File: config.mk
export PLATFORM = sky130hd
export DESIGN_NAME = branch_predict_unit
export DESIGN_NICKNAME = d
export VERILOG_FILES = /design/src/rtl/branch_predict_unit.sv
export SDC_FILE = /design/constraint.sdc
export NUM_CORES = 1
export LEC_CHECK = 0
export BUFFER_PORTS_ARGS = -buffer_cell sky130_fd_sc_hd__buf_2
export CAP_MARGIN = 40
export CORE_MARGIN = 3
export CORE_UTILIZATION = 56
export CTS_CLUSTER_DIAMETER = 120
export DETAILED_ROUTE_END_ITERATION = 6
export MAX_ROUTING_LAYER = met4
export PLACE_DENSITY = 0.75
export SLEW_MARGIN = 0
export SYNTH_ARGS = -nofsm -noshare
export SYNTH_HDL_FRONTEND = slang
export SYNTH_SLANG_ARGS = --single-unit
File: constraint.sdc
create_clock -name clk -period 14.46 [get_ports clk]
set_clock_uncertainty 0.05 [all_clocks]
set_input_delay 0 -clock clk [delete_from_list [all_inputs] [get_ports clk]]
set_output_delay 0 -clock clk [all_outputs]
set_load 0.005 [all_outputs]
File: src/rtl/branch_predict_unit.sv
// Purpose: EXE branch resolution, mispredict recovery, direct-mapped BTB with 2-bit counters, branch/mispredict stats.
// Latency: lookup and resolve outputs are combinational; BTB and statistics updates are visible the cycle after the resolve edge.
// Backpressure: none; a resolve can be accepted every cycle and the IF lookup is always available.
module branch_predict_unit #(
    parameter int PC_W   = 16,
    parameter int IDX_W  = 4,
    parameter int STAT_W = 16
) (
    input  logic              clk,
    input  logic              rst,
    input  logic [PC_W-1:0]   if_pc,
    output logic              pred_taken,
    output logic [PC_W-1:0]   pred_target,
    input  logic              ex_valid,
    input  logic [1:0]        ex_type,
    input  logic              equal,
    input  logic              zero,
    input  logic              less,
    input  logic [PC_W-1:0]   ex_pc,
    input  logic [PC_W-1:0]   ex_target,
    input  logic [PC_W-1:0]   ex_fall_pc,
    input  logic              ex_pred_taken,
    input  logic [PC_W-1:0]   ex_pred_target,
    output logic              pcsrc,
    output logic [PC_W-1:0]   redirect_pc,
    output logic              flush,
    input  logic              clear_stats,
    output logic [STAT_W-1:0] br_count,
    output logic [STAT_W-1:0] mis_count
);

    localparam int DEPTH = 1 << IDX_W;
    localparam int TAG_W = PC_W - IDX_W;

    typedef struct packed {
        logic             vld;
        logic [TAG_W-1:0] tag;
        logic [1:0]       cnt;
        logic [PC_W-1:0]  target;
    } btb_entry_t;

    btb_entry_t btb [DEPTH];

    logic [IDX_W-1:0] if_idx;
    logic [TAG_W-1:0] if_tag;
    logic [IDX_W-1:0] ex_idx;
    logic [TAG_W-1:0] ex_tag;
    btb_entry_t       if_entry;
    btb_entry_t       ex_entry;
    logic             if_hit;
    logic             ex_hit;
    logic             le_cond;
    logic             actual_taken;
    logic             resolve;
    logic             mispredict;

    assign if_idx   = if_pc[IDX_W-1:0];
    assign if_tag   = if_pc[PC_W-1:IDX_W];
    assign ex_idx   = ex_pc[IDX_W-1:0];
    assign ex_tag   = ex_pc[PC_W-1:IDX_W];
    assign if_entry = btb[if_idx];
    assign ex_entry = btb[ex_idx];
    assign if_hit   = if_entry.vld && (if_entry.tag == if_tag);
    assign ex_hit   = ex_entry.vld && (ex_entry.tag == ex_tag);

    // Fetch-side prediction reads the stored entry only, so a same-cycle update is not bypassed.
    always_comb begin
        pred_taken  = if_hit & if_entry.cnt[1];
        pred_target = if_hit ? if_entry.target : '0;
    end

    // Branch condition from the ALU flags, selected by branch type.
    always_comb begin
        le_cond = zero | less;
        case (ex_type)
            2'b01:   actual_taken = equal;
            2'b10:   actual_taken = ~le_cond;
            2'b11:   actual_taken = le_cond;
            default: actual_taken = 1'b0;
        endcase
    end

    // Mispredict on wrong direction, or on a taken branch whose carried target is stale.
    always_comb begin
        resolve     = ex_valid && (ex_type != 2'b00);
        mispredict  = resolve && ((actual_taken != ex_pred_taken) ||
                                  (actual_taken && (ex_pred_target != ex_target)));
        pcsrc       = mispredict;
        flush       = mispredict;
        redirect_pc = actual_taken ? ex_target : ex_fall_pc;
    end

    // BTB training: saturating counter on hit, allocate only on a taken miss.
    always_ff @(posedge clk or posedge rst) begin
        if (rst) begin
            for (int i = 0; i < DEPTH; i++) begin
                btb[i].vld    <= 1'b0;
                btb[i].tag    <= '0;
                btb[i].cnt    <= 2'b01;
                btb[i].target <= '0;
            end
        end else if (resolve) begin
            if (ex_hit) begin
                if (actual_taken) begin
                    if (ex_entry.cnt != 2'b11) begin
                        btb[ex_idx].cnt <= ex_entry.cnt + 2'b01;
                    end
                    btb[ex_idx].target <= ex_target;
                end else if (ex_entry.cnt != 2'b00) begin
                    btb[ex_idx].cnt <= ex_entry.cnt - 2'b01;
                end
            end else if (actual_taken) begin
                btb[ex_idx].vld    <= 1'b1;
                btb[ex_idx].tag    <= ex_tag;
                btb[ex_idx].cnt    <= 2'b10;
                btb[ex_idx].target <= ex_target;
            end
        end
    end

    // Saturating statistics; a clear wins over a same-cycle increment.
    always_ff @(posedge clk or posedge rst) begin
        if (rst) begin
            br_count  <= '0;
            mis_count <= '0;
        end else if (clear_stats) begin
            br_count  <= '0;
            mis_count <= '0;
        end else begin
            if (resolve && (br_count != '1)) begin
                br_count <= br_count + 1'b1;
            end
            if (mispredict && (mis_count != '1)) begin
                mis_count <= mis_count + 1'b1;
            end
        end
    end

endmodule
==> run_results.csv, run 1 <==
group,metric,value,unit
yosys,synth-edff-count,0,
cts,cts_sinks,528,
yosys,synth_area_per_cell,14.19,um2
routing,drc,0,
place,gp_congestion,0.8870,
cts,clock_latency,0.62,ns
place,dpl_cell_area,28640,um2
power,internal_power,0.002882,W
worst_hold_path,holdPathEnd,"mis_count[0]",
floorplan,die_h,226.3,um
layout,drive_gt1_share,47.71,%
critical_path,r2r_cells,9,
floorplan,rows,80,
outcome,status,"finished clean",
layout,multi_input_area,13190,um2
yosys,synth_warnings,0,
power,switching_power,0.0009926,W
cts,cts_max_level,2,
power,clkPwrFrac,36.7,%
critical_path,r2r-end,"btb[141]",
cts,cts_root_buffer,"clkbuf_16",
timing,max_freq,0.2275,GHz
routing,ant_nets,0,
cts,numCtsBuffers,54,
worst_hold_path,min_path_type,"in2reg",
power,switching_share,25.62,%
floorplan,initial_core_util,56.78,%
yosys,postSynthCellCount,1915,
timing,fin_crit_sh,30.40,%
cts,cts_tree,"yes",
layout,finalNetCount,2143,
critical_path,start_kind,"input port",
timing,setup_ws,10.06,ns
floorplan,ios,157,
grt,antenna_found_initial,2,
floorplan,die_w,226.3,um
routing,vias,17420,
timing,tightestPinTransition,1.027,ns
power,p_leak,14.07,nW
critical_path,path_class,"in2out",
cts,cts.reportedPaths.clkPinSlew,0.06,ns
floorplan,dieArea,51190,um2
yosys,synthArstFlopShare,100.0,%
floorplan,placeableCoreArea,47850,um2
place,dp_cells,2577,
place,place_ws,9.636,ns
flow_run,drv_cap,0,
timing,finalSetupViolations,0,
power,combPwrFrac,16.4,%
layout,stdcell_area,30780,um2
grt,gr-total-overflow,0,
power,powerDensity,125.9,nW/um2
critical_path,end_kind,"primary output",
cts,max-clock-path-buffers,3,
routing,drt_iter0_drc,1380,
layout,nFillCells,3464,
place,buffer_ports.inserted,156,
critical_path,required,14.41,ns
yosys,syn-num-nets,2009,
yosys,yosys_register_bits,528,
timing,finalCriticalPeriod,4.396,ns
routing,viasPerCell,6.434,
place,dpl.hpwl,44750,um
layout,fin_cells,2708,
critical_path,ff2ff_setup_slack,10.23,ns
routing,wirelength,70680,um
worst_hold_path,min-delay-start,"ex_valid",
critical_path,reg2reg_from,"btb[297]",
grt,grt_pass1_wl,111000,um
yosys,synth-main-ff-cell,"dfrtp_1",
timing,fin_setup_tns,0,ns
yosys,seq_area_frac_synth,48.71,%
grt,grtUsageTotal,29.23,%
critical_path,startpoint,"if_pc[1]",
worst_hold_path,worstHoldPathCells,6,
timing,slew_viol_final,0,
timing,relSlewSlack,31.52,%
grt,grt_pass1_vias,18400,
power,peakVddDrop,0.0001158,V
cts,ctsResizeCount,0,
power,p_seq_share,46.9,%
routing,first_pass_iters,5,
grt,grt_max_degree,188,
timing,rsz0062_at_grt,"false",
critical_path,cp.arrival,4.35,ns
yosys,synthesis.area,27170,um2
critical_path,path_max_fanout,57,
routing,wire_per_inst,26.10,um
timing,hold_viol_final,0,
layout,ff_latch_area,13230,um2
yosys,synth.distinct_cells,69,
layout,area_growth,13.28,%
synth_stat cells (3+ instances only):
cell type / n / share of area, %
and2_0: 7 / 0.16
or2_2: 17 / 0.39
buf_6: 10 / 0.41
a22oi_1: 10 / 0.28
nand3_1: 19 / 0.35
clkbuf_1: 104 / 1.4
buf_2: 23 / 0.42
nor2b_1: 24 / 0.55
a2bb2oi_1: 12 / 0.39
and2_1: 4 / 0.092
a21boi_1: 4 / 0.11
and3_1: 8 / 0.18
o2bb2ai_1: 15 / 0.48
xnor2_1: 24 / 0.77
buf_4: 6 / 0.17
buf_1: 24 / 0.33
mux2_1: 22 / 0.91
and4_1: 4 / 0.13
dfrtp_1: 512 / 47
nor2_1: 81 / 1.1
mux2_2: 435 / 18
ha_1: 4 / 0.18
nor4_1: 7 / 0.16
mux2i_1: 44 / 1.6
or4_1: 3 / 0.083
xor2_1: 47 / 1.5
o21ai_0: 11 / 0.20
nand4_1: 12 / 0.28
mux4_2: 195 / 16
a22o_1: 17 / 0.55
dfstp_2: 16 / 1.5
inv_1: 25 / 0.35
nand2_1: 87 / 1.2
a21oi_1: 8 / 0.15
o211ai_1: 4 / 0.11
nor3_1: 24 / 0.44
o21a_1: 3 / 0.083
or3_1: 7 / 0.16
final cells by class:
type | instances | area share, %
sequential | 528 | 43.00
multi-input combinational | 1194 | 42.87
timing repair buffer | 245 | 5.371
clock buffer | 84 | 5.310
tap | 615 | 2.500
clock inverter | 15 | 0.6180
inverter | 26 | 0.3293
antenna | 1 | 0.008131
per-stage QoR:
stage | hold WS (ns) | util [%] | power, W
after global routing | 0.09841 | 64.32 | 0.004037
after global placement | 0.1959 | 59.48 | 0.002425
after detailed placement | 0.2004 | 59.86 | 0.002464
after floorplan | 0.01314 | - | 0.002287
final | 0.03891 | 64.32 | 0.003874
after CTS | 0.008018 | 64.32 | 0.003899
state kept, by name, indices dropped and copies added (netlist names):
register,flops
br_count,16
mis_count,16
btb,496
placed cells by master (no fill, tap or decap), types with 31 or more instances in the layout:
cell / netlist / layout
dfrtp_1: 512 / 512
mux4_2: 195 / 195
mux2i_1: 44 / 44
nor2_1: 81 / 71
nand2_1: 87 / 87
buf_2: 23 / 153
xor2_1: 47 / 47
buf_4: 6 / 50
mux2_2: 435 / 435
dlygate4sd3_1: 0 / 31
clkbuf_16: 0 / 54
power by group through the flow:
stage	sequential (W)	combinational (W)	clock [W]
after floorplan	0.00179	0.000497	0
after global placement	0.00183	0.000600	0
after detailed placement	0.00184	0.000625	0
after CTS	0.00182	0.000637	0.00145
after global routing	0.00184	0.000683	0.00151
final	0.00182	0.000634	0.00142
logic make-up after synthesis:
group,count (synthesis),share of synthesized area (%)
flip-flops,528,48.71
adder cells (fa/ha/maj),4,0.1842
AO/OA/AOI/OAI,106,3.104
buffers and inverters,193,3.132
XOR/XNOR,71,2.289
AND/OR/NAND/NOR,317,5.854
multiplexers,696,36.73
what timing repair did:
action	in CTS	in global routing
hold endpoints to repair	534	0
buffers inserted	0	0
hold buffers	31	0
how the worst max path moves through the flow:
stage	to	slack [ns]	cells after the start
after CTS	pred_target[15]	10.0	12
after global routing	pred_target[15]	9.93	12
after detailed placement	btb[141]	9.64	11
after floorplan	br_count[0]	7.25	1
final	pred_target[15]	10.06	12
after global placement	btb[295]	9.53	10
critical path, stage by stage:
cell	delay, ns
buf_6	0.54
buf_4	0.48
buf_12	0.29
mux4_2	0.59
mux4_2	0.52
xnor2_1	0.15
nand4_1	0.14
nor4_1	0.64
nand4_1	0.17
buf_4	0.29
nor2b_1	0.28
buf_2	0.17
metal layers:
metal / up-vias / track usage (%) / wire length [um]
met2: 610 / 46.69 / 34850
met3: 149 / 4.505 / 4234
met1: 9275 / 39.43 / 29530
met5: - / - / 0
met4: 0 / 8.698 / 2062
li1: 7390 / - / -
(Power assumes the default switching activity.)
==> run 2: changes to the inputs <==
PLACE_DENSITY = 0.72   (was 0.75)
clock period = 4.5 ns   (was 14.46 ns; I/O delays follow)
==> run 2 against run 1 <==
Worst setup slack worse by 9.7 ns. Routed wire length grew 2.9%. Flip-flop and latch count unchanged. First-iteration DRC count is 12% higher. Register-to-register slack got worse by 9.6 ns. Die area unchanged. Combinational power grew to 3.2 times the previous value. Worst hold slack better by 0.019 ns. Utilization increased by 0.73 points. Highest routed layer unchanged.
==> run_results.csv, run 2 (synthesis results as in run 1) <==
group,metric,value,unit
outcome,status,"finished clean",
grt,gr-total-overflow,0,
timing,slew_viol_final,0,
routing,viasPerCell,6.450,
grt,grt_pass1_wl,112100,um
routing,wire_per_inst,26.59,um
timing,max_freq,0.2419,GHz
floorplan,dieArea,51190,um2
layout,final_cell_mix,"dfrtp_1 (512), mux2_2 (435), mux4_2 (195), buf_2 (152), nand2_1 (87)",
power,powerDensity,419.2,nW/um2
critical_path,start_kind,"flop",
floorplan,rows,80,
cts,cts_max_level,2,
critical_path,cp_top_family,"simple AND/OR/NAND/NOR gates",
worst_hold_path,min_path_type,"in2reg",
place,buffer_ports.inserted,156,
cts,cts_tree,"yes",
place,place_ws,0.4379,ns
layout,area_growth,14.57,%
place,gp_congestion,0.9095,
place,dpl.hpwl,45960,um
critical_path,end_kind,"primary output",
grt,grtUsageTotal,29.80,%
critical_path,cp.arrival,4.08,ns
floorplan,initial_core_util,56.78,%
critical_path,path_class,"reg2out",
timing,tightestPinTransition,0.8657,ns
floorplan,die_h,226.3,um
routing,drt_iter0_drc,1547,
cts,cts.reportedPaths.clkPinSlew,0.06,ns
cts,postCtsSetupRepairBufs,0,
critical_path,ff2ff_setup_slack,0.60,ns
worst_hold_path,worstHoldPathCells,6,
timing,rsz0062_at_grt,"false",
layout,nFillCells,3441,
power,peakVddDrop,0.0003515,V
critical_path,r2r_cells,9,
floorplan,die_w,226.3,um
power,p_leak,14.25,nW
critical_path,cp_slowest_cell,"nor4_1",
critical_path,required,4.45,ns
layout,utilization,65.05,%
cts,numCtsBuffers,57,
floorplan,ios,157,
layout,ff_latch_area,13230,um2
layout,finalNetCount,2161,
critical_path,path_max_fanout,17,
cts,clock_latency,0.62,ns
grt,antenna_found_initial,4,
timing,fin_crit_sh,91.85,%
grt,grt_max_degree,148,
timing,setup_ws,0.3666,ns
cts,cts_root_buffer,"clkbuf_16",
layout,top_regs,"btb (496), br_count (16), mis_count (16)",
timing,whs,0.05769,ns
critical_path,crit_buf_inv,2,
critical_path,crit_chain,"mux4_2 -> mux4_2 -> xnor2_1 -> nand4_1 -> nor4_1 -> nand4_1 -> buf_4 -> nor2b_1 -> buf_2",
flow_run,drv_cap,0,
layout,max_flop_register,"btb",
routing,first_pass_iters,5,
routing,wirelength,72710,um
routing,vias,17630,
timing,finalCriticalPeriod,4.133,ns
layout,layout_commonest_cell,"dfrtp_1",
timing,finalSetupViolations,0,
critical_path,cp.depth,9,
cts,max-clock-path-buffers,3,
timing,relSlewSlack,42.29,%
place,dpl_cell_area,28710,um2
place,dp_cells,2592,
layout,drive_gt1_share,48.56,%
layout,multi_input_area,13190,um2
routing,drc,0,
layout,stdcell_area,31130,um2
grt,grt_pass1_vias,18340,
routing,ant_nets,0,
cts,cts_sinks,528,
layout,largest_register_ffs,496,
layout,fin_cells,2734,
floorplan,placeableCoreArea,47850,um2
timing,hold_viol_final,0,
critical_path,max_stage_delay,0.61,ns
[run 2: cell count changes in the layout (fill, tap and decap cells not counted), sizes merged]
cell / previous run / this run
diode: 1 / 4
inv: 26 / 28
clkbuf: 84 / 77
bufinv: 3 / 11
buf: 214 / 229
clkinv: 11 / 13
clkinvlp: 1 / 4
[run 2: path summary, 6_finish.rpt]
path,to,start
max,pred_taken,btb[173]
min,mis_count[0],ex_valid
max reg2reg,btb[358],btb[210]
min reg2reg,btb[109],btb[109]
max in group asynchronous,btb[98],rst
min in group asynchronous,btb[432],rst
[run 2: metrics by stage]
stage	power, W	TNS, ns
6_report	0.01305	0
3_5_place_dp	0.007921	0
2_1_floorplan	0.007347	-1400.42
5_1_grt	0.01355	0
3_3_place_gp	0.007796	0
4_1_cts	0.01314	0
[run 2: worst register-to-register path, stage by stage (launching register included)]
cell	delay (ns)
dfrtp_1	0.41
mux4_2	0.49
xnor2_1	0.32
o22ai_1	0.13
or3_1	0.39
a2111oi_1	0.48
nor4b_4	0.56
buf_4	0.24
nand3_1	0.42
a2bb2oi_1	0.28
[run 2: final cells by class]
cell class / instances / area share [%]
Sequential cell: 528 / 42.51
Multi-Input combinational cell: 1194 / 42.37
Timing Repair Buffer: 260 / 5.547
Clock buffer: 77 / 5.242
Tap cell: 615 / 2.472
Clock inverter: 30 / 1.499
Inverter: 26 / 0.3256
Antenna cell: 4 / 0.03216
[run 2: repair_timing]
item,4_1_cts,5_1_grt
hold buffers,31,0
hold endpoints to repair,998,0
resized for setup,0,0
[run 2: where the power goes]
part / switching [W] / leakage (nW) / internal [W]
clock: 0.00200 / 1.03 / 0.00318
sequential: 0.000421 / 6.93 / 0.00541
combinational: 0.000852 / 6.30 / 0.00119
[run 2: metal layers]
layer / track usage, % / up-vias / routed length [um]
li1: - / 7424 / -
met1: 40.32 / 9466 / 30200
met2: 47.70 / 601 / 35790
met3: 4.182 / 142 / 4510
met4: 9.024 / 0 / 2209
met5: - / - / 0
==> run 3: changes to the inputs <==
CORE_UTILIZATION = 59   (was 56)
PLACE_DENSITY = 0.76   (was 0.72)
==> run 3 against run 2 <==
Cell count shrank 1.2%. Routed wire length fell by 2.2%. Sequential share of layout area is 0.36 points higher. Critical path depth unchanged. Flip-flop and latch count did not move. Cell area fell by 0.84%. Critical path type unchanged. Largest cell class unchanged.
==> run_results.csv, run 3 (synthesis results as in run 1) <==
group,metric,value,unit
outcome,status,"finished clean",
grt,grt_max_degree,175,
floorplan,die_w,220.6,um
routing,wire_per_inst,26.33,um
cts,cts_root_buffer,"clkbuf_16",
power,powerDensity,409.3,nW/um2
grt,grtUsageTotal,30.80,%
power,p_leak,14.14,nW
critical_path,cp.arrival,3.96,ns
timing,tightestPinTransition,0.9819,ns
timing,finalSetupViolations,0,
cts,cts_max_level,2,
routing,drc,0,
timing,fin_crit_sh,89.07,%
critical_path,r2r-end,"btb[17]",
worst_hold_path,min-delay-start,"ex_pred_taken",
timing,slew_viol_final,0,
cts,cts_tree,"yes",
layout,finalNetCount,2157,
routing,vias,17510,
floorplan,rows,77,
place,buffer_ports.inserted,156,
timing,relSlewSlack,34.54,%
worst_hold_path,worstHoldPathCells,5,
grt,antenna_found_initial,2,
place,dpl.hpwl,45080,um
floorplan,ios,157,
critical_path,path_max_fanout,17,
flow_run,drv_cap,0,
routing,ant_nets,0,
timing,finalCriticalPeriod,4.008,ns
layout,final_cell_mix,"dfrtp_1 (512), mux2_2 (435), mux4_2 (195), buf_2 (152), nand2_1 (87)",
critical_path,required,4.45,ns
cts,clock_latency,0.61,ns
layout,top_regs,"btb (496), br_count (16), mis_count (16)",
worst_hold_path,min_path_type,"in2reg",
routing,wirelength,71140,um
cts,max-clock-path-buffers,3,
timing,rsz0062_at_grt,"false",
cts,numCtsBuffers,54,
timing,max_freq,0.2495,GHz
layout,layout_commonest_cell,"dfrtp_1",
place,dp_cells,2568,
layout,largest_register_ffs,496,
grt,grt_pass1_wl,109400,um
layout,multi_input_area,13190,um2
floorplan,initial_core_util,60.51,%
critical_path,r2r_cells,9,
layout,max_flop_register,"btb",
floorplan,placeableCoreArea,44900,um2
routing,first_pass_iters,5,
critical_path,end_kind,"primary output",
critical_path,start_kind,"flop",
layout,ff_latch_area,13230,um2
layout,fin_cells,2702,
worst_hold_path,holdPathEnd,"mis_count[0]",
cts,cts_sinks,528,
floorplan,dieArea,48660,um2
grt,grt_pass1_vias,18240,
cts,cts.reportedPaths.clkPinSlew,0.06,ns
layout,nFillCells,3040,
critical_path,reg2reg_from,"btb[25]",
power,peakVddDrop,0.0003284,V
timing,hold_viol_final,0,
routing,viasPerCell,6.480,
routing,drt_iter0_drc,1678,
critical_path,ff2ff_setup_slack,0.69,ns
timing,whs,0.04168,ns
place,gp_congestion,0.9225,
grt,gr-total-overflow,0,
layout,area_growth,13.61,%
critical_path,path_class,"reg2out",
layout,drive_gt1_share,48.43,%
floorplan,die_h,220.6,um
[run 3: worst max-delay path, stage by stage (launching register included)]
cell and delay, ns:
dfrtp_1 0.40, mux4_2 0.48, mux4_2 0.48, xnor2_1 0.25, nand4_1 0.25, nor4_1 0.55
nand4_1 0.16, buf_4 0.29, nor2b_1 0.30, buf_2 0.18
[run 3: where the power goes]
group | switching (W) | leakage, nW | internal, W
Combinational | 0.000856 | 6.28 | 0.00119
Sequential | 0.000424 | 6.93 | 0.00541
Clock | 0.00194 | 0.936 | 0.00282
[run 3: cell type report]
type | count | area share (%)
Multi-Input combinational cell | 1194 | 42.73
Tap cell | 592 | 2.400
Clock buffer | 75 | 5.156
Clock inverter | 26 | 1.022
Sequential cell | 528 | 42.87
Timing Repair Buffer | 259 | 5.477
Antenna cell | 2 | 0.01622
Inverter | 26 | 0.3284
[run 3: layer usage]
metal	track usage (%)	up-vias	share of wire [%]	wire (um)
met4	11.22	0	3.9	2758
met5	-	-	0	0
li1	-	7418	-	-
met3	6.331	168	7.1	5084
met1	40.26	9269	40	28800
met2	48.54	655	48	34490
[run 3: how the worst max path moves through the flow]
stage               cells after the start     start               to  slack [ns]
finish                                  9   btb[90]  pred_target[15]        0.49
global route                            9  btb[148]         btb[357]        0.44
global placement                       11  ex_pc[3]          btb[47]        0.48
detailed placement                     11  ex_pc[3]         btb[357]        0.38
CTS                                     9  btb[338]  pred_target[15]        0.50
floorplan                               1       rst      br_count[0]       -2.71
[run 3: per-stage QoR]
step                      util, %  instance area, um2  power, W  setup TNS, ns  setup slack (ns)
after global routing        68.75               30860   0.01313              0            0.4411
final                       68.75               30860   0.01263              0            0.4919
after floorplan                 -               27170  0.007347       -1400.42            -2.713
after global placement      63.77               28630  0.007798              0            0.4797
after detailed placement    63.80               28640  0.007918              0            0.3845
after CTS                   68.74               30860   0.01270              0            0.5003
[run 3: timing repair]
item	CTS	global route
hold buffers	31	0
endpoints found under the hold margin	533	0
setup endpoints to repair	0	0
setup buffers	0	0
resized for setup	0	0
